**config.mk**
```make
export PLATFORM = sky130hd
export DESIGN_NAME = axis_stim_source
export DESIGN_NICKNAME = d
export VERILOG_FILES = /design/src/rtl/stim_pkg.sv /design/src/rtl/stim_lfsr16.sv /design/src/rtl/axis_stim_source.sv
export SDC_FILE = /design/constraint.sdc
export NUM_CORES = 1
export LEC_CHECK = 0
export CAP_MARGIN = 20
export CORE_ASPECT_RATIO = 0.9
export CORE_UTILIZATION = 30
export CTS_BUF_LIST = sky130_fd_sc_hd__clkbuf_4
export DETAILED_ROUTE_END_ITERATION = 8
export GPL_TIMING_DRIVEN = 0
export HOLD_SLACK_MARGIN = 0.15
export PLACE_DENSITY = 0.54
export SETUP_SLACK_MARGIN = 0.1
export SLEW_MARGIN = 20
export SYNTH_ARGS = -nofsm -noshare
export SYNTH_HDL_FRONTEND = slang
export SYNTH_SLANG_ARGS = --single-unit
```
**constraint.sdc**
```tcl
create_clock -name aclk -period 4.6 [get_ports aclk]
set_input_delay 0.92 -clock aclk [delete_from_list [all_inputs] [get_ports aclk]]
set_output_delay 0.92 -clock aclk [all_outputs]
set_load 0.005 [all_outputs]
```
**src/rtl/stim_pkg.sv**
```systemverilog
// Shared types and constants for the AXI4-Stream stimulus source.
package stim_pkg;

  // Sample-generation modes, encoded as seen on the mode input.
  typedef enum logic [1:0] {
    ModeImpulse = 2'd0,
    ModeStep    = 2'd1,
    ModeRamp    = 2'd2,
    ModeLfsr    = 2'd3
  } mode_e;

  // Burst sequencer states.
  typedef enum logic [1:0] {
    StIdle = 2'd0,
    StSend = 2'd1,
    StGap  = 2'd2,
    StDone = 2'd3
  } state_e;

  localparam logic [15:0] LfsrSeedDefault = 16'hACE1;
  // Fibonacci x^16+x^14+x^13+x^11+1 seen from the shift-right side: bits 0, 2, 3, 5.
  localparam logic [15:0] LfsrTaps = 16'h002D;

  // One LFSR step: feedback enters at the MSB, register shifts right.
  function automatic logic [15:0] lfsr16_next(input logic [15:0] s);
    return {^(s & LfsrTaps), s[15:1]};
  endfunction

endpackage

```
**src/rtl/stim_lfsr16.sv**
```systemverilog
// 16-bit Fibonacci LFSR with synchronous reload and advance enables.
module stim_lfsr16
  import stim_pkg::*;
#(
  parameter logic [15:0] Seed = LfsrSeedDefault
) (
  input  logic        clk_i,
  input  logic        rst_i,
  input  logic        load_i,
  input  logic        adv_i,
  output logic [15:0] next_o
);

  logic [15:0] state_q, state_d;

  assign next_o = lfsr16_next(state_q);

  // Reload wins over advance so a new burst always starts from the seed.
  always_comb begin
    state_d = state_q;
    if (load_i) begin
      state_d = Seed;
    end else if (adv_i) begin
      state_d = next_o;
    end
  end

  // State register with synchronous active-high reset.
  always_ff @(posedge clk_i) begin
    if (rst_i) begin
      state_q <= Seed;
    end else begin
      state_q <= state_d;
    end
  end

endmodule

```
**src/rtl/axis_stim_source.sv**
```systemverilog
// AXI4-Stream stimulus master: impulse/step/ramp/LFSR bursts at a programmable
// sample period, with full tready backpressure and a done pulse at the end.
module axis_stim_source
  import stim_pkg::*;
#(
  parameter int unsigned DATA_W    = 16,
  parameter int unsigned PERIOD_W  = 16,
  parameter int unsigned COUNT_W   = 16,
  parameter logic [15:0] LFSR_SEED = LfsrSeedDefault
) (
  input  logic                aclk,
  input  logic                areset,
  input  logic                start,
  input  logic [1:0]          mode,
  input  logic [PERIOD_W-1:0] period,
  input  logic [COUNT_W-1:0]  num_samples,
  input  logic [DATA_W-1:0]   amplitude,
  output logic                m_axis_data_tvalid,
  input  logic                m_axis_data_tready,
  output logic [DATA_W-1:0]   m_axis_data_tdata,
  output logic                m_axis_data_tlast,
  output logic                busy,
  output logic                done,
  output logic [COUNT_W-1:0]  sent_count
);

  state_e              state_q, state_d;
  mode_e               mode_q, mode_d;
  logic [PERIOD_W-1:0] period_q, period_d;  // effective period, never zero
  logic [PERIOD_W-1:0] gap_q, gap_d;
  logic [COUNT_W-1:0]  num_q, num_d;
  logic [DATA_W-1:0]   amp_q, amp_d;
  logic [COUNT_W-1:0]  sent_q, sent_d;      // doubles as index of the pending sample
  logic                tvalid_q, tvalid_d;
  logic [DATA_W-1:0]   tdata_q, tdata_d;
  logic                tlast_q, tlast_d;
  logic                busy_q, busy_d;
  logic                done_q, done_d;

  logic                lfsr_load, lfsr_adv;
  logic [15:0]         lfsr_next;
  logic                hs;
  logic [COUNT_W-1:0]  k_next;
  logic [DATA_W-1:0]   first_sample, next_sample;

  stim_lfsr16 #(
    .Seed (LFSR_SEED)
  ) u_lfsr (
    .clk_i  (aclk),
    .rst_i  (areset),
    .load_i (lfsr_load),
    .adv_i  (lfsr_adv),
    .next_o (lfsr_next)
  );

  assign hs     = tvalid_q & m_axis_data_tready;
  assign k_next = sent_q + COUNT_W'(1);

  // Sample values: k=0 from the start inputs, k+1 from latched config after a handshake.
  always_comb begin
    first_sample = '0;
    next_sample  = '0;
    unique case (mode_e'(mode))
      ModeImpulse: first_sample = amplitude;
      ModeStep:    first_sample = amplitude;
      ModeRamp:    first_sample = '0;
      ModeLfsr:    first_sample = DATA_W'(LFSR_SEED);
    endcase
    unique case (mode_q)
      ModeImpulse: next_sample = '0;
      ModeStep:    next_sample = amp_q;
      ModeRamp:    next_sample = DATA_W'(k_next);
      ModeLfsr:    next_sample = DATA_W'(lfsr_next);
    endcase
  end

  // Next-state and registered-output logic; outputs only move on handshakes or transitions.
  always_comb begin
    state_d   = state_q;
    mode_d    = mode_q;
    period_d  = period_q;
    gap_d     = gap_q;
    num_d     = num_q;
    amp_d     = amp_q;
    sent_d    = sent_q;
    tvalid_d  = tvalid_q;
    tdata_d   = tdata_q;
    tlast_d   = tlast_q;
    busy_d    = busy_q;
    done_d    = 1'b0;
    lfsr_load = 1'b0;
    lfsr_adv  = 1'b0;

    unique case (state_q)
      StIdle: begin
        if (start) begin
          mode_d    = mode_e'(mode);
          period_d  = (period == '0) ? PERIOD_W'(1) : period;
          num_d     = num_samples;
          amp_d     = amplitude;
          sent_d    = '0;
          lfsr_load = 1'b1;
          if (num_samples == '0) begin
            state_d = StDone;
            done_d  = 1'b1;
          end else begin
            state_d  = StSend;
            tvalid_d = 1'b1;
            busy_d   = 1'b1;
            tdata_d  = first_sample;
            tlast_d  = (num_samples == COUNT_W'(1));
          end
        end
      end
      StSend: begin
        if (hs) begin
          sent_d   = k_next;
          lfsr_adv = 1'b1;
          if (tlast_q) begin
            state_d  = StDone;
            tvalid_d = 1'b0;
            tlast_d  = 1'b0;
            busy_d   = 1'b0;
            done_d   = 1'b1;
          end else begin
            tdata_d = next_sample;
            tlast_d = (k_next == num_q - COUNT_W'(1));
            if (period_q == PERIOD_W'(1)) begin
              tvalid_d = 1'b1;
            end else begin
              // Gap of P-1 low cycles: this count plus the final GAP->SEND cycle.
              state_d  = StGap;
              tvalid_d = 1'b0;
              gap_d    = period_q - PERIOD_W'(2);
            end
          end
        end
      end
      StGap: begin
        if (gap_q == '0) begin
          state_d  = StSend;
          tvalid_d = 1'b1;
        end else begin
          gap_d = gap_q - PERIOD_W'(1);
        end
      end
      StDone: begin
        state_d = StIdle;
      end
      default: state_d = StIdle;
    endcase
  end

  // State and output registers with synchronous active-high reset.
  always_ff @(posedge aclk) begin
    if (areset) begin
      state_q  <= StIdle;
      mode_q   <= ModeImpulse;
      period_q <= PERIOD_W'(1);
      gap_q    <= '0;
      num_q    <= '0;
      amp_q    <= '0;
      sent_q   <= '0;
      tvalid_q <= 1'b0;
      tdata_q  <= '0;
      tlast_q  <= 1'b0;
      busy_q   <= 1'b0;
      done_q   <= 1'b0;
    end else begin
      state_q  <= state_d;
      mode_q   <= mode_d;
      period_q <= period_d;
      gap_q    <= gap_d;
      num_q    <= num_d;
      amp_q    <= amp_d;
      sent_q   <= sent_d;
      tvalid_q <= tvalid_d;
      tdata_q  <= tdata_d;
      tlast_q  <= tlast_d;
      busy_q   <= busy_d;
      done_q   <= done_d;
    end
  end

  assign m_axis_data_tvalid = tvalid_q;
  assign m_axis_data_tdata  = tdata_q;
  assign m_axis_data_tlast  = tlast_q;
  assign busy               = busy_q;
  assign done               = done_q;
  assign sent_count         = sent_q;

endmodule
```
==> results of run 1 <==
==> metal layers <==
metal | global-route usage (%) | vias up
li1 | - | 3339
met1 | 29.75 | 3158
met2 | 31.14 | 174
met3 | 4.158 | 27
met4 | 6.478 | 0
met5 | 0 | -
==> cells in the final DEF, fill, tap and decap left out, drive strengths merged, types with 3 or more instances in the layout <==
cell type / Yosys / routed
inv: 21 / 24
nand3: 33 / 33
xnor2: 27 / 27
nor2: 70 / 70
nor3: 31 / 31
or3: 8 / 8
buf: 11 / 11
xor2: 20 / 20
o221ai: 5 / 5
a21oi: 98 / 98
o211ai: 12 / 12
mux2i: 7 / 7
or4: 4 / 4
clkdlybuf4s50: 0 / 88
ha: 4 / 4
o21ai: 42 / 42
or2: 3 / 3
clkinv: 0 / 4
a31o: 3 / 3
nand4: 10 / 10
nand3b: 5 / 5
clkbuf: 49 / 66
a31oi: 5 / 5
o31ai: 3 / 3
nor3b: 5 / 5
dfxtp: 120 / 120
and3: 7 / 7
nor2b: 6 / 6
o22ai: 3 / 3
a221oi: 8 / 8
nand2: 188 / 188
clkinvlp: 0 / 7
a211oi: 9 / 9
nand2b: 14 / 14
nor4: 19 / 19
a22oi: 13 / 13
a211o: 4 / 4
==> path summary, 6_finish.rpt <==
path | slack, ps | endpoint | cells past startpoint
worst max register to register | 1800 | m_axis_data_tdata[10] | 8
worst min-delay path | 460 | m_axis_data_tdata[5] | 2
worst min register to register | 460 | m_axis_data_tdata[5] | 2
worst max-delay path | 1380 | m_axis_data_tdata[14] | 9
==> synth_stat cells, types with 2 or more instances <==
library cell / number / area share [%]
nand2_1: 188 / 11
dfxtp_1: 120 / 36
a21oi_1: 98 / 7.4
nor2_1: 70 / 4.0
clkbuf_1: 49 / 2.8
o21ai_0: 40 / 3.0
nand3_1: 33 / 2.5
nor3_1: 30 / 2.3
xnor2_1: 27 / 3.6
inv_1: 20 / 1.1
xor2_1: 19 / 2.5
nor4_1: 15 / 1.4
nand2b_1: 14 / 1.3
a22oi_1: 13 / 1.5
o211ai_1: 12 / 1.4
a211oi_1: 9 / 1.0
nand4_1: 9 / 0.85
or3_1: 8 / 0.76
and3_1: 7 / 0.66
mux2i_1: 7 / 1.1
a221oi_1: 6 / 0.80
nor2b_1: 6 / 0.57
a31oi_1: 5 / 0.47
buf_2: 5 / 0.38
nand3b_1: 5 / 0.57
nor3b_1: 5 / 0.57
o221ai_1: 5 / 0.66
a211o_1: 4 / 0.53
buf_1: 4 / 0.23
ha_1: 4 / 0.76
a31o_2: 3 / 0.40
o22ai_1: 3 / 0.28
o31ai_1: 3 / 0.34
or2_2: 3 / 0.28
a221oi_2: 2 / 0.45
a311oi_1: 2 / 0.27
buf_6: 2 / 0.34
nor4_2: 2 / 0.38
nor4_4: 2 / 0.64
o21bai_1: 2 / 0.23
o31a_1: 2 / 0.27
o32ai_1: 2 / 0.27
or4_1: 2 / 0.23
or4_4: 2 / 0.34
xor3_1: 2 / 0.72
==> final cells by class <==
type	count	area (um2)	area share [%]
diodes	1	2.502	0.03085
plain buffers	60	246.5	3.039
clock buffers	17	127.6	1.574
clock inverters	15	128.9	1.589
inverters	21	78.83	0.9719
multi-input cells	689	3879	47.82
flip-flops and latches	120	2402	29.62
well taps	291	364.1	4.489
repair buffers	88	880.8	10.86
==> registers in the layout, summed over array words and instances, names as in the netlist <==
name and cells:
m_axis_data_tlast 1, gap_q 16, mode_q 2, done 1, m_axis_data_tdata 16, busy 1, period_q 16, u_lfsr.state_q 16
sent_count 16, amp_q 16, state_q 2, num_q 16, m_axis_data_tvalid 1
==> through the flow <==
step,utilization [%],power [mW],worst slack [ps]
2_1_floorplan,-,2.215,2140
3_3_place_gp,36.27,2.639,865.1
3_5_place_dp,36.29,2.646,851.9
4_1_cts,37.48,3.370,1443
5_1_grt,37.49,3.610,1184
6_report,37.49,3.363,1382
==> critical path, cell delays in order <==
cell	delay, ps
clkdlybuf4s50_1	430
nor4_1	510
nand4_1	290
nor2_1	430
o22a_1	210
buf_2	230
buf_1	390
nand2_1	120
a31oi_1	170
==> report_power, final <==
| group | total (mW) | internal [mW] | switching, mW |
|---|---|---|---|
| Combinational | 1.34 | 0.533 | 0.807 |
| Sequential | 1.30 | 1.17 | 0.125 |
| Clock | 0.724 | 0.266 | 0.458 |
| Total | 3.36 | 1.97 | 1.39 |
==> logic make-up (layout without fill, tap and decap cells) <==
| logic type | Yosys count | after routing | share of synthesized area [%] |
|---|---|---|---|
| compound gates | 222 | 222 | 20.72 |
| xor+xnor | 49 | 49 | 7.071 |
| fa+ha+maj | 4 | 4 | 0.7583 |
| buf+inv | 81 | 201 | 4.929 |
| flops | 120 | 120 | 36.40 |
| mux | 8 | 8 | 1.232 |
| other cells | 0 | 1 | 0 |
| simple gates | 406 | 406 | 28.89 |
==> flow_summary.ini, run 1 <==
[run_status]
status = finished, final reports clean

[hold_path]
hp-start = m_axis_data_tdata[5]
hp-class = register to register

[global_route]
grt_pass1_vias = 6241
grt_pass1_wl_um = 35360
grt_usage_pct = 20.83
antenna_found_initial = 1
grt_max_degree = 17
overflow = 0

[clocking]
cts_max_level = 4
clkTransAtPathRegs_ps = 120
post_cts_buffers = 0
clk-insertion-delay-late_ps = 560
cts-resized-gates = 0
numCtsBuffers = 17
cts_tree = built
cts_root_buf = clkbuf_4
cts_hold_buffers = 0
clockBufferDepth = 2
cts.sinks = 120

[cells_and_area]
areaGrowthSynthToFinish_pct = 22.88
stdcell_area_um2 = 8110
final_cells = 1302
drive_above_1_share_pct = 5.743
fillerInstances = 2321
final_nets = 1055

[worst_setup_path]
crit_type = input pin to register
r2r_start = sent_count[0]
startpoint_type = input pin
worstPathMaxFanout = 10
crit_path_start = num_samples[7]
crit_path_end_kind = register
cp.arrival_ps = 3700
cp.required_ps = 5080

[sta]
fmax_mhz = 310.7
holdWs_ps = 460.8
tightest_slew_ps = 1038
timing.setup.tns_ps = 0
rsz0062_at_grt = no
finalSetupViolCount = 0
skew_ps = 29.07
hold_viol = 0
finalMaxSlewViolations = 0
finalCriticalPeriod_ps = 3218
post-route-period-util_pct = 69.96
maxSlewHeadroom_pct = 30.25

[synth]
synth_cells = 890
synth_seq_cells = 120
async_flop_share_pct = 0
synth_area_per_cell_um2 = 7.416
yosys_warnings = 0
synth-edff-count = 0
synthFlopType = dfxtp_1
ys_seq_area_share_pct = 36.40
syn-num-nets = 948
syn_area_um2 = 6600
synth.distinct_cells = 64

[placed_design]
dpl.hpwl_um = 16800
place_inst = 1269
place_congestion = 0.8406
placed_area_um2 = 7851
io_buffers = 88

[drt]
routed_wl_um = 22530
wl_met3_um = 989
route.vias.total = 6698
routedLengthMet1_um = 11150
wl_met2_um = 9967
dr.first_iter.drc_count = 597
drc_errors = 0
via_per_inst = 5.144
top_layer = met4
routedWlPerCell_um = 17.30
dr.pass1.iters = 6
ant_nets = 0

[pwr]
power_density_nw_per_um2 = 414.7
p_leak_nw = 2.835
ir_drop_mv = 0.1431

[die]
die-height_um = 142.7
start_util_pct = 30.51
fp.dieW_um = 158.4
rows = 51
io_pins = 90
core-area_um2 = 21630
fp.dieArea_um2 = 22600

[run]
cap_violations = 0
Power figures use the tool's default switching activity.
==> run 2, diff against run 1 <==
clock period = 3.18 ns   (was 4.6 ns; I/O delays follow)
==> run 2 against run 1 <==
Cell area hardly changed. Non-clock buffer count is the same. Critical endpoint unchanged. Hold slack is essentially flat. Setup slack lost 1000 ps. Sequential cell count did not move. First-iteration DRC count fell by 1.5%. Power rose by 45%. Die area unchanged. Global-route usage unchanged. Highest routed layer unchanged. Largest power group unchanged. Combinational power is 45% higher. Largest cell class unchanged. Count of clock-buffer cells in the layout unchanged. Via count barely moved.
==> flow_summary.ini, run 2 (synthesis gave the netlist of run 1 again) <==
[drt]
routedWlPerCell_um = 17.30
drc_errors = 0
dr.first_iter.drc_count = 588
dr.pass1.iters = 6
route.vias.total = 6704
ant_nets = 0
via_per_inst = 5.149
routed_wl_um = 22520

[die]
rows = 51
fp.dieW_um = 158.4
io_pins = 90
core-area_um2 = 21630
fp.dieArea_um2 = 22600
start_util_pct = 30.51
die-height_um = 142.7

[global_route]
grt_util_met1_pct = 29.75
grtUsageMet2_pct = 31.14
overflow = 0
grt_usage_pct = 20.83
antenna_found_initial = 1
grt_pass1_wl_um = 35360
grt_max_degree = 17
grt_pass1_vias = 6241
top_usage_layer = met2
met3_usage_pct = 4.158

[sta]
tightest_slew_ps = 1039
finalSetupViolCount = 0
holdWs_ps = 460.7
finalMaxSlewViolations = 0
hold_viol = 0
finalCriticalPeriod_ps = 2821
skew_ps = 29.07
setup_ws_ps = 358.8
post-route-period-util_pct = 88.72
rsz0062_at_grt = no
maxSlewHeadroom_pct = 30.21
fmax_mhz = 354.5
timing.setup.tns_ps = 0

[clocking]
clockBufferDepth = 2
clk-insertion-delay-late_ps = 560
cts_max_level = 4
numCtsBuffers = 17
clkTransAtPathRegs_ps = 120
cts_tree = built
cts.sinks = 120
post_cts_buffers = 0
cts_root_buf = clkbuf_4

[cells_and_area]
final_nets = 1055
final_cells = 1302
layout_common_cells = nand2_1 (188), dfxtp_1 (120), a21oi_1 (98)
layout_commonest_cell = nand2_1
drive_above_1_share_pct = 5.842
fin_util_pct = 37.50
areaGrowthSynthToFinish_pct = 22.92

[pwr]
ir_drop_mv = 0.2070
power_density_nw_per_um2 = 599.6
p_leak_nw = 2.835

[run_status]
status = finished, final reports clean

[worst_setup_path]
cp.arrival_ps = 3300
cp.required_ps = 3660
worst_path_max_delay_cell = nor4_1
crit_path_end_kind = register
crit_chain = clkdlybuf4s50_1, nor4_1, nand4_1, nor2_2, o22a_1, buf_2, buf_1, nand2_1, a31oi_1
startpoint_type = input pin
slowest_delay_ps = 510
crit_type = input pin to register
worstPathMaxFanout = 10

[placed_design]
place_inst = 1269
post-place-ws_ps = -284.1
dpl.hpwl_um = 16800
io_buffers = 88
place_congestion = 0.8406

[hold_path]
hp-class = register to register

[run]
cap_violations = 0
-- run 2: worst paths after layout --
kind	cells after the start	startpoint	end	slack, ps
worst max-delay path	9	num_samples[7]	m_axis_data_tdata[14]	360
worst max register to register	8	sent_count[0]	m_axis_data_tdata[10]	380
worst min-delay path	2	m_axis_data_tdata[5]	m_axis_data_tdata[5]	460
worst min register to register	2	m_axis_data_tdata[5]	m_axis_data_tdata[5]	460
-- run 2: cell type report --
class	instances	area, um2
well taps	291	364.1
flip-flops and latches	120	2402
fillers	2322	13520
clock inverters	15	128.9
diodes	1	2.502
plain buffers	60	246.5
inverters	21	78.83
repair buffers	88	880.8
multi-input cells	689	3881
clock buffers	17	127.6
-- run 2: metal layers --
layer | vias up | share of wire, %
met2 | 182 | 44
met5 | - | 0
met4 | 0 | 1.9
li1 | 3340 | -
met3 | 27 | 4.6
met1 | 3155 | 49
-- run 2: through the flow --
step                      power (mW)  cell area (um2)
after floorplan                3.205             6600
after global placement         3.818             7845
after detailed placement       3.828             7851
after CTS                      4.875             8108
after global routing           5.222             8113
final                          4.865             8113
-- run 2: worst max-delay path: cells and delay by family --
family / cells / cell delay [ps]
AOI/OAI and AO/OA: 2 / 360
and+or+nand+nor: 4 / 1260
buffers and inverters: 3 / 1050
-- run 2: power by group --
group / total [mW] / internal, mW / switching, mW
logic: 1.94 / 0.771 / 1.17
clock network: 1.05 / 0.385 / 0.662
registers: 1.88 / 1.70 / 0.181
total: 4.86 / 2.85 / 2.01
-- run 2: what timing repair did --
action                                  CTS  global route
hold endpoints to repair                  0             0
hold buffers                              0             0
resized for setup                         0             1
endpoints found under the setup margin    0             3
